**src/rtl/otter_cdb_pkg.sv**
```systemverilog
// Shared constants and the registered CDB packet type for the result-bus arbiter.
// Latency: n/a (types and constants only).
// Backpressure: n/a.
package otter_cdb_pkg;

    localparam int NUM_FU = 4;
    localparam int TAG_W  = 5;
    localparam int DATA_W = 32;

    // Functional-unit indices, matching the requester slice order on the arbiter ports
    localparam logic [1:0] FU_ALU  = 2'd0;
    localparam logic [1:0] FU_BR   = 2'd1;
    localparam logic [1:0] FU_LDST = 2'd2;
    localparam logic [1:0] FU_MUL  = 2'd3;

    typedef struct packed {
        logic              valid;
        logic [TAG_W-1:0]  tag;
        logic [DATA_W-1:0] data;
        logic [1:0]        src;
    } cdb_pkt_t;

endpackage

```
**src/rtl/cdb_arbiter_mux4.sv**
```systemverilog
// Generic 4-input result mux, W bits wide, 2-bit select.
// Latency: combinational.
// Backpressure: none.
module mux4 #(
    parameter int W = 32
) (
    input  logic [W-1:0] in0,
    input  logic [W-1:0] in1,
    input  logic [W-1:0] in2,
    input  logic [W-1:0] in3,
    input  logic [1:0]   sel,
    output logic [W-1:0] out
);

    // Plain select; every input combination is covered so no latch can form
    always_comb begin
        unique case (sel)
            2'd0:    out = in0;
            2'd1:    out = in1;
            2'd2:    out = in2;
            default: out = in3;
        endcase
    end

endmodule

```
**src/rtl/cdb_arbiter_rr_picker.sv**
```systemverilog
// Round-robin winner search over four requests, starting at ptr.
// Latency: combinational.
// Backpressure: en=0 forces no winner (used to squash arbitration on flush).
module rr_picker
    import otter_cdb_pkg::*;
(
    input  logic [NUM_FU-1:0] req,
    input  logic [1:0]        ptr,
    input  logic              en,
    output logic [NUM_FU-1:0] onehot,
    output logic [1:0]        idx,
    output logic              any
);

    logic [1:0] cand;

    // Scan ptr, ptr+1, ... (2-bit wrap) and keep the first set request
    always_comb begin
        onehot = '0;
        idx    = '0;
        any    = 1'b0;
        cand   = '0;
        if (en) begin
            for (int k = 0; k < NUM_FU; k++) begin
                cand = ptr + 2'(k);
                if (!any && req[cand]) begin
                    any = 1'b1;
                    idx = cand;
                end
            end
        end
        if (any) begin
            onehot = NUM_FU'(1) << idx;
        end
    end

endmodule

```
**src/rtl/cdb_arbiter.sv**
```systemverilog
// Round-robin arbiter sharing the CDB among ALU, branch, load/store and multiply results.
// Latency: grant is combinational; broadcast appears on the CDB one edge after the grant.
// Backpressure: requesters hold valid/tag/data until req_ready; flush withholds all grants.
module cdb_arbiter #(
    parameter int NUM_REQ = 4,
    parameter int DATA_W  = 32,
    parameter int TAG_W   = 5
) (
    input  logic                      CLK,
    input  logic                      RST,
    input  logic                      flush,
    input  logic [NUM_REQ-1:0]        req_valid,
    input  logic [NUM_REQ*TAG_W-1:0]  req_tag,
    input  logic [NUM_REQ*DATA_W-1:0] req_data,
    output logic [NUM_REQ-1:0]        req_ready,
    output logic                      cdb_valid,
    output logic [TAG_W-1:0]          cdb_tag,
    output logic [DATA_W-1:0]         cdb_data,
    output logic [1:0]                cdb_src
);

    otter_cdb_pkg::cdb_pkt_t pkt_q, pkt_d;
    logic [1:0]        rr_ptr_q, rr_ptr_d;
    logic [1:0]        win_idx;
    logic              win_any;
    logic [TAG_W-1:0]  tag_sel;
    logic [DATA_W-1:0] data_sel;

    rr_picker u_picker (
        .req    (req_valid),
        .ptr    (rr_ptr_q),
        .en     (~flush),
        .onehot (req_ready),
        .idx    (win_idx),
        .any    (win_any)
    );

    mux4 #(.W(DATA_W)) u_data_mux (
        .in0 (req_data[0*DATA_W +: DATA_W]),
        .in1 (req_data[1*DATA_W +: DATA_W]),
        .in2 (req_data[2*DATA_W +: DATA_W]),
        .in3 (req_data[3*DATA_W +: DATA_W]),
        .sel (win_idx),
        .out (data_sel)
    );

    mux4 #(.W(TAG_W)) u_tag_mux (
        .in0 (req_tag[0*TAG_W +: TAG_W]),
        .in1 (req_tag[1*TAG_W +: TAG_W]),
        .in2 (req_tag[2*TAG_W +: TAG_W]),
        .in3 (req_tag[3*TAG_W +: TAG_W]),
        .sel (win_idx),
        .out (tag_sel)
    );

    // Next broadcast: winner's result if any grant, else drop valid and keep payload/pointer
    always_comb begin
        pkt_d       = pkt_q;
        pkt_d.valid = 1'b0;
        rr_ptr_d    = rr_ptr_q;
        if (win_any) begin
            pkt_d.valid = 1'b1;
            pkt_d.tag   = tag_sel;
            pkt_d.data  = data_sel;
            pkt_d.src   = win_idx;
            rr_ptr_d    = win_idx + 2'd1;
        end
    end

    // Broadcast register and priority pointer; reset overrides flush and requests
    always_ff @(posedge CLK) begin
        if (RST) begin
            pkt_q    <= '0;
            rr_ptr_q <= '0;
        end else begin
            pkt_q    <= pkt_d;
            rr_ptr_q <= rr_ptr_d;
        end
    end

    assign cdb_valid = pkt_q.valid;
    assign cdb_tag   = pkt_q.tag;
    assign cdb_data  = pkt_q.data;
    assign cdb_src   = pkt_q.src;

endmodule

```
**config.mk**
```make
export PLATFORM = sky130hd
export DESIGN_NAME = cdb_arbiter
export DESIGN_NICKNAME = d
export VERILOG_FILES = /design/src/rtl/otter_cdb_pkg.sv /design/src/rtl/cdb_arbiter_mux4.sv /design/src/rtl/cdb_arbiter_rr_picker.sv /design/src/rtl/cdb_arbiter.sv
export SDC_FILE = /design/constraint.sdc
export NUM_CORES = 1
export LEC_CHECK = 0
export ABC_AREA = 1
export BUFFER_PORTS_ARGS = -buffer_cell sky130_fd_sc_hd__clkbuf_2
export CORE_MARGIN = 3
export CORE_UTILIZATION = 44
export DETAILED_ROUTE_END_ITERATION = 10
export HOLD_SLACK_MARGIN = 0.15
export MAX_ROUTING_LAYER = met4
export PLACE_DENSITY = 0.88
export SETUP_SLACK_MARGIN = 0.3
export SLEW_MARGIN = 20
export SYNTH_ARGS = -nofsm -noshare
export SYNTH_HDL_FRONTEND = slang
export SYNTH_HIERARCHICAL = 1
export SYNTH_SLANG_ARGS = --single-unit
```
**constraint.sdc**
```tcl
create_clock -name CLK -period 2.8 [get_ports CLK]
set_input_delay 0.28 -clock CLK [delete_from_list [all_inputs] [get_ports CLK]]
set_output_delay 0.28 -clock CLK [all_outputs]
set_load 0.02 [all_outputs]
```
# Word level (Yosys, flattened, before mapping)
# Cells that the tools add are included.
[op_classes]
n_addsub = 4
order_cmp = 4
eq_ne = 2
shifts = 1
mux = 25
n_reduce_logical = 7
[op_table]
columns = ["operator", "n"]
rows = [
  ["case mux 32 bit (3 select lines)", 1],
  ["2-to-1 mux 40 bit", 1],
  ["case mux 5 bit (3 select lines)", 1],
  ["< comparator 2 x 3 -> 1 bit, second input constant", 4],
  ["2-to-1 mux 1 bit", 12],
  ["2-to-1 mux 2 bit", 5],
  ["binary-select mux 1 bit (select 2 bit)", 4],
  ["adder 2 x 1 -> 2 bit, second input constant", 2],
  ["adder 2 bit, second input constant", 2],
  ["2-to-1 mux 4 bit", 1],
  ["left shift 1 x 2 -> 4 bit, first input constant", 1],
  ["logical AND 1 bit", 3],
  ["logical NOT 1 bit", 3],
  ["== test 2 x 1 -> 1 bit, second input constant", 1],
  ["== test 2 bit, second input constant", 1],
  ["logical NOT 2 bit", 1],
]
[word_totals]
register_bits = 42
inputBits = 155
elab_cells = 48

# Logic depth before layout (Yosys ltp)
[logic_depth]
ltp_word = 19
depth_mapped = 18
mapped_depth_nobuf = 16

# By module
# Netlist, hierarchy kept.
[by_module_without_submodules]
columns = ["mod", "n_inst", "cells_per_inst", "area_per_inst_um2", "seq_area_each_um2"]
rows = [
  ["cdb_arbiter", 1, 187, 1580.3, 840.8],
  ["mux4 (u_data_mux)", 1, 186, 1078.5, 0.0],
  ["rr_picker", 1, 84, 380.4, 0.0],
  ["mux4 (u_tag_mux)", 1, 30, 161.4, 0.0],
]

# Worst setup path after synthesis
# Ideal clock, no wire load.
[synth_path]
kind = "register -> register"
start = "register rr_ptr_q[0]"
end = "register pkt_q, in the netlist cdb_data[27]"
setup_time_ns = 0.066
t_arrival_ns = 2.007
path_slack_ns = 0.727
stages_incl_launch_ff = 17
n_path_buf = 3
synth_period_minus_slack_ns = 2.073
path_cell_list = "dfxtp_1 > buf_6 > inv_6 > nand2_1 > nand2_2 > nand2_2 > nand2_2 > nand3_1 > nor2_1 > nor2_1 > nor2_2 > buf_6 > buf_4 > nand3_1 > nand4_1 > nand2_1 > a21oi_2"
[synth_between]
elab_chain_cells = 18
word_cells_on_any_way = 34
[synth_lines]
columns = ["element", "line", "text"]
rows = [
  ["from (decl)", "cdb_arbiter.sv:23", "logic [1:0] rr_ptr_q, rr_ptr_d;"],
  ["from (signal assigned)", "cdb_arbiter.sv:77", "rr_ptr_q <= rr_ptr_d;"],
  ["binary-select mux 1 bit (select 2 bit)", "cdb_arbiter_rr_picker.sv:26", "if (!any && req[cand]) begin"],
  ["2-to-1 mux 1 bit (implied by the code)", "cdb_arbiter_rr_picker.sv:26", ""],
  ["2-to-1 mux 1 bit", "cdb_arbiter_rr_picker.sv:26", ""],
  ["2-to-1 mux 1 bit", "cdb_arbiter_rr_picker.sv:23", "if (en) begin"],
  ["logical NOT 1 bit", "cdb_arbiter_rr_picker.sv:26", ""],
  ["logical AND 1 bit", "cdb_arbiter_rr_picker.sv:26", ""],
  ["2-to-1 mux 1 bit", "cdb_arbiter_rr_picker.sv:26", ""],
  ["2-to-1 mux 1 bit", "cdb_arbiter_rr_picker.sv:23", ""],
  ["[4 not listed]", "n/a", ""],
  ["logical NOT 1 bit", "cdb_arbiter_rr_picker.sv:26", ""],
  ["logical AND 1 bit", "cdb_arbiter_rr_picker.sv:26", ""],
  ["2-to-1 mux 2 bit (*)", "cdb_arbiter_rr_picker.sv:26", ""],
  ["2-to-1 mux 2 bit (*)", "cdb_arbiter_rr_picker.sv:23", ""],
  ["named net win_idx[1]", "cdb_arbiter.sv:24", "logic [1:0] win_idx;"],
  ["== test 2 bit, or another cell as far along", "cdb_arbiter_mux4.sv:17", "unique case (sel)"],
  ["case mux 32 bit (3 select lines) (*)", "cdb_arbiter_mux4.sv:17", ""],
  ["named net data_sel[27]", "cdb_arbiter.sv:27", "logic [DATA_W-1:0] data_sel;"],
  ["to (signal assigned)", "cdb_arbiter.sv:76", "pkt_q <= pkt_d;"],
  ["to (decl)", "cdb_arbiter.sv:22", "otter_cdb_pkg::cdb_pkt_t pkt_q, pkt_d;"],
]
# Mark *: on every way through the listed nets, which the timed path passes. The rest lies on a longest branch. The select of a mux whose other input is x is not followed.
# A chain may end at the register's enable or synchronous reset.

# Worst setup path after layout
[layout_path]
start = "register rr_ptr_q[0]"
end = "output port req_ready[1]"
[layout_between]
elab_chain_cells = 18
word_cells_on_any_way = 32
[layout_lines]
columns = ["element", "line", "text"]
rows = [
  ["binary-select mux 1 bit (select 2 bit)", "cdb_arbiter_rr_picker.sv:26", ""],
  ["2-to-1 mux 1 bit (implied by the code)", "cdb_arbiter_rr_picker.sv:26", ""],
  ["2-to-1 mux 1 bit", "cdb_arbiter_rr_picker.sv:26", ""],
  ["2-to-1 mux 1 bit", "cdb_arbiter_rr_picker.sv:23", ""],
  ["logical NOT 1 bit", "cdb_arbiter_rr_picker.sv:26", ""],
  ["logical AND 1 bit", "cdb_arbiter_rr_picker.sv:26", ""],
  ["2-to-1 mux 1 bit", "cdb_arbiter_rr_picker.sv:26", ""],
  ["2-to-1 mux 1 bit", "cdb_arbiter_rr_picker.sv:23", ""],
  ["[3 not listed]", "n/a", ""],
  ["2-to-1 mux 1 bit", "cdb_arbiter_rr_picker.sv:23", ""],
  ["logical NOT 1 bit", "cdb_arbiter_rr_picker.sv:26", ""],
  ["logical AND 1 bit", "cdb_arbiter_rr_picker.sv:26", ""],
  ["2-to-1 mux 2 bit (*)", "cdb_arbiter_rr_picker.sv:26", ""],
  ["2-to-1 mux 2 bit (*)", "cdb_arbiter_rr_picker.sv:23", ""],
  ["named net win_idx[1]", "cdb_arbiter.sv:24", ""],
  ["left shift 1 x 2 -> 4 bit (*)", "cdb_arbiter_rr_picker.sv:33", "onehot = NUM_FU'(1) << idx;"],
  ["2-to-1 mux 4 bit (*)", "cdb_arbiter_rr_picker.sv:32", "if (any) begin"],
  ["to (decl)", "cdb_arbiter.sv:15", "output logic [NUM_REQ-1:0] req_ready,"],
]
# Marked as above.

==> metrics <==
grt met1 use=0.286; Synth Area in Compound Gates=0.0708; first-pass GRT wire length=around 16,000 microns; # H-tree levels=2; Worst R2R Path Depth=14; main combinational cell family by area after synthesis=simple AND/OR/NAND/NOR gates; Via-to-Cell Ratio=5.35; die height=91.3 microns; Max Fclk=roughly 420 MHz; clock power share=0.161; Leak Pwr=0.00203 uW; die area=about 8300 sq um; FF+latch count, synth=42; Hold Slack=0.351 ns; mapped cell area=3200 sq um; max-cap violation count=0; Die Wd=91.3 microns; worst vdd ir=370 uV; max-slew violations=0; CTS tree=yes; Sequential Power Share=0.315; HPWL after DPL=about 7800 microns; WP data required=2.52 ns; clk slew on worst S/H paths=around 0.080 ns; simple-gate area share of the yosys netlist=0.513; Layout Nets=814; GR peak layer=met2; filler cell count=707; CTS Hold Bufs=0; final setup fails=0; GRT Total Usage=0.241; Reg2Reg Launch Point=rr_ptr_q[0]$_SDFFE_PP0P_; pre-CTS setup slack=between 0.2 and 0.3 ns; synth warn=6; Max FO, Critical Path=45; initial antenna violation count=0; switching part of the total power=0.455; clk root buf=clkbuf_8; clock sink count=42; Post-Synth Adder-Cell Area=0; share of layout cells above drive strength 1=0.392; Starting Density=0.463; r2r setup slk=0.48 ns; Mapped Cells=between 400 and 500; Worst setup EP type=output port; Tcrit/Tclk final=0.846; Post-Syn Nets=642; Placed Cells=748; port bufs=198; grt total ovfl=0; r2r endpoint=cdb_data[12]$_SDFFE_PP0P_; met2 Use GR=0.424; post-synthesis area per instance=around 6.6 sq um; Critical Path Source Type=register; crit path from=rr_ptr_q[0]$_SDFFE_PP0P_; Synth cell types=21; drt total wl=10,300 microns; Register Area=about 850 sq um; worst slew pin tran=between 0.9 and 1 ns; xor/xnor share of the synthesized area=0; Pwr Density=just under 600 nW/um^2; Multi-input gate area=roughly 1900 sq um; setup bufs post-CTS=0; final hold vios=0; Setup TNS=0 ns; row count=30; Design Power=2370 uW; routed vias=about 4,000; Slew headroom=0.368; number of global-route vias before repair=~3,600; DR WL/cell=between 10 and 15 microns; non-filler instance count after layout=around 760; setup slack after layout=0.431 ns; worst setup path endpoint=req_ready[1]; register area share after synthesis=0.263; clock buffer count from CTS=5; largest net degree at the start of global routing=47; Iter 0 DRT Violations=between 200 and 250; met3 GRT Util=0.0414; Cell Int Power=1290 uW; Antenna Nets Post-Route=0; Clock Latency Late Sink=0.29 ns; router iterations before antenna repair=5; critical path class=register to output port; switching power=1080 uW; Worst Hold Class=primary input to register; RSZ-0062 raised after global routing=no; mux cell area share after synthesis=0; Combinational Power Share=0.524; Setup Skew=0.00476 ns; Layout area overhead=28.0%; Worst Path Arrival=2.09 ns; Tmin final=2.37 ns; RePlAce Congestion=0.931; core footprint=6910 sq um; I/O pin cnt=199; ANT cells=0; Max Root-Sink Buffers=2; drt drc=0; status=complete, no violations
-- cell usage in the layout, fill, tap and decap left out --
| cell type | count |
|---|---|
| a21oi_1 | 32 |
| nand2_2 | 12 |
| nand3_1 | 112 |
| inv_1 | 13 |
| inv_8 | 1 |
| o21ai_0 | 1 |
| buf_12 | 2 |
| nor2_2 | 4 |
| clkinvlp_4 | 1 |
| nor2_4 | 1 |
| clkbuf_8 | 5 |
| nor3b_2 | 1 |
| dfxtp_1 | 40 |
| nor2_1 | 11 |
| nand4_1 | 37 |
| inv_6 | 1 |
| inv_4 | 1 |
| buf_4 | 3 |
| clkbuf_1 | 1 |
| buf_6 | 1 |
| a21oi_2 | 7 |
| nand2_1 | 154 |
| nand3_2 | 11 |
| buf_8 | 1 |
| clkbuf_2 | 198 |
| inv_2 | 6 |
| dfxtp_4 | 1 |
| dfxtp_2 | 1 |
-- metal layers --
layer / vias to the layer above / share of wire
li1: 1990 / -
met1: 1810 / 0.40
met2: 216 / 0.51
met3: 24 / 0.075
met4: 0 / 0.021
met5: - / 0
-- stage by stage --
stage | utilization | instance area [sq um]
finish | 0.593 | 4100
global route | 0.593 | 4100
CTS | 0.590 | 4070
detailed placement | 0.577 | 3980
global placement | 0.577 | 3980
floorplan | - | 3200
-- kinds of logic after synthesis --
kind of cell	after synthesis
and+or+nand+nor	343
DFF	42
buffers and inverters	62
AOI/OAI and AO/OA	40
-- state kept, by name, indices dropped and copies added, names as in the netlist --
name / count
rr_ptr_q: 2
cdb_tag: 5
cdb_data: 32
cdb_valid: 1
cdb_src: 2
-- layout make-up --
class                   count  share of cell area
clock buffers               6              0.0177
clock inverters             1             0.00183
inverters                  22              0.0238
multi-input cells         383               0.457
flip-flops and latches     42               0.207
well taps                  96              0.0293
repair buffers            205               0.264
-- power by group through the flow --
stage                     Clock (uW)  Combinational (uW)  Sequential, uW
after floorplan                    0                 881             847
after global placement             0                1190             755
after detailed placement           0                1220             757
after CTS                        391                1220             745
after global routing             421                1370             759
final                            382                1240             747
-- what timing repair did --
item                       in CTS  in global routing
pin swaps                       0                  0
gates resized for setup         3                  9
setup endpoints to repair      19                 39
-- Yosys cell counts (all sizes together) --
library cell | count | share of area
buf | 40 | 0.12
o21ai | 1 | 0.0016
nand2 | 166 | 0.20
dfxtp | 42 | 0.26
nor2 | 16 | 0.023
inv | 22 | 0.030
nand3 | 123 | 0.21
nor3b | 1 | 0.0039
a21oi | 39 | 0.069
nand4 | 37 | 0.072
-- worst min-delay path by stage --
| stage | from | endpoint | slack (ns) | depth (start not counted) |
|---|---|---|---|---|
| global placement | cdb_data[25]$_SDFFE_PP0P_ | cdb_data[25]$_SDFFE_PP0P_ | 0.45 | 2 |
| finish | req_data[21] | cdb_data[21]$_SDFFE_PP0P_ | 0.35 | 5 |
| detailed placement | cdb_data[1]$_SDFFE_PP0P_ | cdb_data[1]$_SDFFE_PP0P_ | 0.45 | 2 |
| global route | req_data[21] | cdb_data[21]$_SDFFE_PP0P_ | 0.36 | 5 |
| CTS | req_data[15] | cdb_data[15]$_SDFFE_PP0P_ | 0.34 | 5 |
| floorplan | rr_ptr_q[0]$_SDFFE_PP0P_ | rr_ptr_q[0]$_SDFFE_PP0P_ | 0.46 | 2 |
-- worst max-delay path, cell delays in order (launching register included) --
cell	delay [ns]
dfxtp_4	0.43
inv_6	0.07
nand2_2	0.08
nand3_1	0.12
nand2_2	0.12
inv_2	0.06
nand3_1	0.09
nand2_1	0.06
nor2_1	0.18
nor2_4	0.08
buf_12	0.17
nor2_1	0.15
clkbuf_2	0.19
Power figures use the tool's default switching activity.
